### src/rtl/alu_arbiter.sv
// Two-requester arbiter/sequencer for the shared ALU: grant, register operands, capture result, respond.
// Define ALU_ARB_ROUND_ROBIN_EN for round-robin tie-breaking; default is fixed priority (requester 0).
module alu_arbiter #(
  parameter int N_BITS_DATA  = 8,
  parameter int N_BITS_OP    = 6,
  parameter int N_BITS_STATE = 3
) (
  input  logic                     clock,
  input  logic                     reset,
  input  logic [1:0]               req_valid_i,
  output logic [1:0]               req_ready_o,
  input  logic [2*N_BITS_DATA-1:0] req_a_i,
  input  logic [2*N_BITS_DATA-1:0] req_b_i,
  input  logic [2*N_BITS_OP-1:0]   req_op_i,
  output logic [1:0]               resp_valid_o,
  input  logic [1:0]               resp_ready_i,
  output logic [N_BITS_DATA-1:0]   resp_data_o,
  output logic [1:0]               grant_o,
  output logic                     busy_o,
  output logic [N_BITS_DATA-1:0]   dataA_o,
  output logic [N_BITS_DATA-1:0]   dataB_o,
  output logic [N_BITS_OP-1:0]     dataOp_o,
  input  logic [N_BITS_DATA-1:0]   result_alu_i
);

  typedef enum logic [N_BITS_STATE-1:0] {
    IDLE = 3'b001,
    EXEC = 3'b010,
    RESP = 3'b100
  } state_e;

  state_e                 state_q, state_d;
  logic [1:0]             grant_q, grant_d;
  logic                   last_grant_q, last_grant_d;
  logic [N_BITS_DATA-1:0] data_a_q, data_a_d;
  logic [N_BITS_DATA-1:0] data_b_q, data_b_d;
  logic [N_BITS_OP-1:0]   data_op_q, data_op_d;
  logic [N_BITS_DATA-1:0] resp_data_q, resp_data_d;
  logic [1:0]             req_ready;
  logic [1:0]             resp_valid;
  logic                   win;

  always_comb begin
`ifdef ALU_ARB_ROUND_ROBIN_EN
    win = (&req_valid_i) ? ~last_grant_q : ~req_valid_i[0];
`else
    win = ~req_valid_i[0];
`endif
  end

  always_comb begin
    state_d      = state_q;
    grant_d      = grant_q;
    last_grant_d = last_grant_q;
    data_a_d     = data_a_q;
    data_b_d     = data_b_q;
    data_op_d    = data_op_q;
    resp_data_d  = resp_data_q;
    req_ready    = '0;
    resp_valid   = '0;
    case (state_q)
      IDLE: begin
        if (|req_valid_i) begin
          req_ready    = win ? 2'b10 : 2'b01;
          grant_d      = win ? 2'b10 : 2'b01;
          last_grant_d = win;
          data_a_d     = win ? req_a_i[2*N_BITS_DATA-1:N_BITS_DATA] : req_a_i[N_BITS_DATA-1:0];
          data_b_d     = win ? req_b_i[2*N_BITS_DATA-1:N_BITS_DATA] : req_b_i[N_BITS_DATA-1:0];
          data_op_d    = win ? req_op_i[2*N_BITS_OP-1:N_BITS_OP] : req_op_i[N_BITS_OP-1:0];
          state_d      = EXEC;
        end
      end
      EXEC: begin
        resp_data_d = result_alu_i;
        state_d     = RESP;
      end
      RESP: begin
        resp_valid = grant_q;
        // Only the owner's ready bit can complete the handshake.
        if (|(resp_ready_i & grant_q)) begin
          grant_d = '0;
          state_d = IDLE;
        end
      end
      default: begin
        grant_d = '0;
        state_d = IDLE;
      end
    endcase
  end

  always_ff @(posedge clock or negedge reset) begin
    if (!reset) begin
      state_q      <= IDLE;
      grant_q      <= '0;
      last_grant_q <= 1'b1;
      data_a_q     <= '0;
      data_b_q     <= '0;
      data_op_q    <= '0;
      resp_data_q  <= '0;
    end else begin
      state_q      <= state_d;
      grant_q      <= grant_d;
      last_grant_q <= last_grant_d;
      data_a_q     <= data_a_d;
      data_b_q     <= data_b_d;
      data_op_q    <= data_op_d;
      resp_data_q  <= resp_data_d;
    end
  end

  // Ready is masked while reset is held so every output reads 0 during reset.
  assign req_ready_o  = req_ready & {2{reset}};
  assign resp_valid_o = resp_valid;
  assign grant_o      = grant_q;
  assign busy_o       = (state_q != IDLE);
  assign dataA_o      = data_a_q;
  assign dataB_o      = data_b_q;
  assign dataOp_o     = data_op_q;
  assign resp_data_o  = resp_data_q;

endmodule
### config.mk
export PLATFORM = sky130hd
export DESIGN_NAME = alu_arbiter
export DESIGN_NICKNAME = d
export VERILOG_FILES = /design/src/rtl/alu_arbiter.sv
export SDC_FILE = /design/constraint.sdc
export NUM_CORES = 1
export LEC_CHECK = 0
export CAP_MARGIN = 20
export CORE_MARGIN = 2
export CORE_UTILIZATION = 42
export DETAILED_ROUTE_END_ITERATION = 6
export HOLD_SLACK_MARGIN = 0.15
export PLACE_DENSITY = 0.86
export SLEW_MARGIN = 5
export SYNTH_ARGS = -nofsm -noshare
export SYNTH_HDL_FRONTEND = slang
export SYNTH_SLANG_ARGS = --single-unit
### constraint.sdc
create_clock -name clock -period 3.2 [get_ports clock]
set_input_delay 0.32 -clock clock [delete_from_list [all_inputs] [get_ports clock]]
set_output_delay 0.32 -clock clock [all_outputs]
set_load 0.01 [all_outputs]
==> results.yml <==
drt:
  route.detailed.drc: 0
  vias_per_cell: 4.92
  drt_first_pass_iters: 4
  avgRoutedWirePerCell_um: 16.1
  antenna_left: 0
  via_count: 1309
  route.final.wire_length_um: 4290
  drtIter0Drc: 55
clock_tree:
  max-clock-path-buffers: 2
  cts_sinks: 35
  cts_tree: "yes"
  ctsHtreeMaxLevel: 2
  numCtsBuffers: 5
  clk_pin_slew_ps: 70
  clockRootBuffer: "clkbuf_8"
  cts_resized: 0
  hold_buffers: 1
  clock_latency_ps: 280
  cts_setup_buffers: 0
sta:
  timing.fmax_ghz: 0.437
  worst_pin_slew_ps: 433
  rsz0062_at_grt: "false"
  setup_viol: 0
  final-hold-violation-count: 0
  timing.final.crit_share_pct: 71.5
  skew_ps: 5.74
  slew_headroom_pct: 71.0
  drv_slew: 0
  min_period_ps: 2290
  finalSetupTns_ps: 0
synth:
  ys_ff_latch: 35
  synth.net_count: 174
  avgSynthCellArea_um2: 15.0
  yosys_warnings: 0
  synthCells: 116
  yosysSeqAreaShare_pct: 50.3
  synth.distinct_cells: 21
  syn_area_um2: 1740
critical_path:
  critical_path_required_ps: 2880
  cp_cell_sequence: "dlygate4sd3_1, buf_2, and3_2, clkdlybuf4s50_1"
  path_class: "in2out"
  cp_max_fo: 18
  crit_slowest_cell: "clkdlybuf4s50_1"
  endpoint_kind: "output pin"
  slowest_delay_ps: 530
  crit_arrival_ps: 1970
  start_kind: "input port"
die:
  io_pins: 95
  die_area_um2: 4680
  die_h_um: 68.4
  core_area_um2: 4000
  die_w_um: 68.4
  fp-row-count: 23
  initial_core_util_pct: 43.6
finish:
  mostFrequentLayoutCells: "clkdlybuf4s50_1, mux2_2, dfrtp_1"
  layout_commonest_cell: "clkdlybuf4s50_1"
  fillers: 251
  nets: 273
  drive_gt1_share_pct: 31.5
  syn_to_final_growth_pct: 61.2
  antenna_cells: 0
global_route:
  grt_remaining_overflow: 0
  grt_pass1_vias: 1423
  grt_pass1_wl_um: 6820
  grt_start_max_net_pins: 21
  grt_usage_pct: 20.2
  antenna_found_initial: 0
flow_run:
  max_cap_viol_count: 0
power_and_ir_drop:
  power_w: 0.00243
  p_per_area_nw_per_um2: 864
  cellLeakagePower_nw: 1.18
  vdd_ir_drop_max_uv: 558
place:
  post-dp-hpwl_um: 3330
  place.gp.congestion: 0.774
  io_buffer_count: 94
worst_hold_path:
  min_path_type: "in2async"
run_status:
  status: "complete, no violations"
-- synth_stat cells --
| master | n | area [um2] |
|---|---|---|
| o21ai_0 | 1 | 5.00 |
| nand3_1 | 2 | 10.0 |
| a22oi_1 | 1 | 7.51 |
| o21a_1 | 1 | 7.51 |
| mux2_4 | 18 | 270 |
| buf_12 | 2 | 40.0 |
| nor2_1 | 1 | 3.75 |
| inv_1 | 2 | 7.51 |
| buf_2 | 4 | 20.0 |
| nand2_1 | 1 | 3.75 |
| a21oi_1 | 3 | 15.0 |
| and2_1 | 2 | 12.5 |
| or2b_1 | 1 | 7.51 |
| buf_6 | 1 | 11.3 |
| nor3b_1 | 2 | 15.0 |
| mux2_2 | 34 | 383 |
| and3_2 | 2 | 15.0 |
| nor3b_4 | 1 | 18.8 |
| dfrtp_1 | 34 | 851 |
| nor2b_1 | 2 | 12.5 |
| dfstp_2 | 1 | 26.3 |
-- cell type report --
type	instances	area [um2]	share of cell area (%)
Timing Repair Buffer	99	976	34.7
Inverter	2	7.51	0.267
Clock buffer	8	100	3.56
Multi-Input combinational cell	72	787	28.0
Sequential cell	35	877	31.2
Tap cell	50	62.6	2.23
-- report_power, final --
group          switching (W)  total [W]  internal, W
logic               0.000439    0.00126     0.000817
clock network       0.000148   0.000345     0.000196
registers           0.000155   0.000828     0.000673
total               0.000743    0.00243      0.00169
-- sequential cells by signal (all words and copies together) (netlist names) --
signal	flops
dataB_o	8
grant_o	2
dataOp_o	6
dataA_o	8
resp_data_o	8
state_q	3
-- kinds of logic (layout without fill, tap and decap cells) --
kind of cell | Yosys count | in the layout | synth area share [%]
AO/OA/AOI/OAI | 6 | 6 | 2.01
buffers and inverters | 9 | 109 | 4.52
flip-flops | 35 | 35 | 50.3
multiplexers | 52 | 52 | 37.5
AND/OR/NAND/NOR | 14 | 14 | 5.67
-- stage by stage --
stage	util (%)	instance area [um2]	setup slack [ps]	cells	hold WS [ps]
2_1_floorplan	-	1740	1600	116	24.4
3_3_place_gp	67.5	2700	910	257	248
3_5_place_dp	67.5	2700	796	257	260
4_1_cts	70.3	2810	871	266	495
5_1_grt	70.3	2810	785	266	521
6_report	70.3	2810	913	266	482
-- per-layer routing --
metal	GRT usage, %	part of all wire (%)	up-vias
met5	0	0	-
met4	7.25	1.7	0
met3	5.43	7.2	8
met2	34.4	51	73
met1	24.4	40	623
li1	-	-	605
-- path summary, 6_finish.rpt --
path	from	end	slack, ps	cells past startpoint
max in group asynchronous	reset	dataOp_o[0]	2110	3
worst max register to register	state_q[0]	dataOp_o[2]	1030	4
worst min-delay path	reset	dataOp_o[5]	480	2
worst min register to register	resp_data_o[5]	resp_data_o[5]	510	1
worst max-delay path	reset	req_ready_o[1]	910	4
min in group clock	resp_data_o[5]	resp_data_o[5]	510	1
-- critical path: cells and delay by family --
family	cells	cell delay (ps)
simple gates	1	250
buf+inv	3	1390
Note: power is estimated with default switching activity, not from simulation.
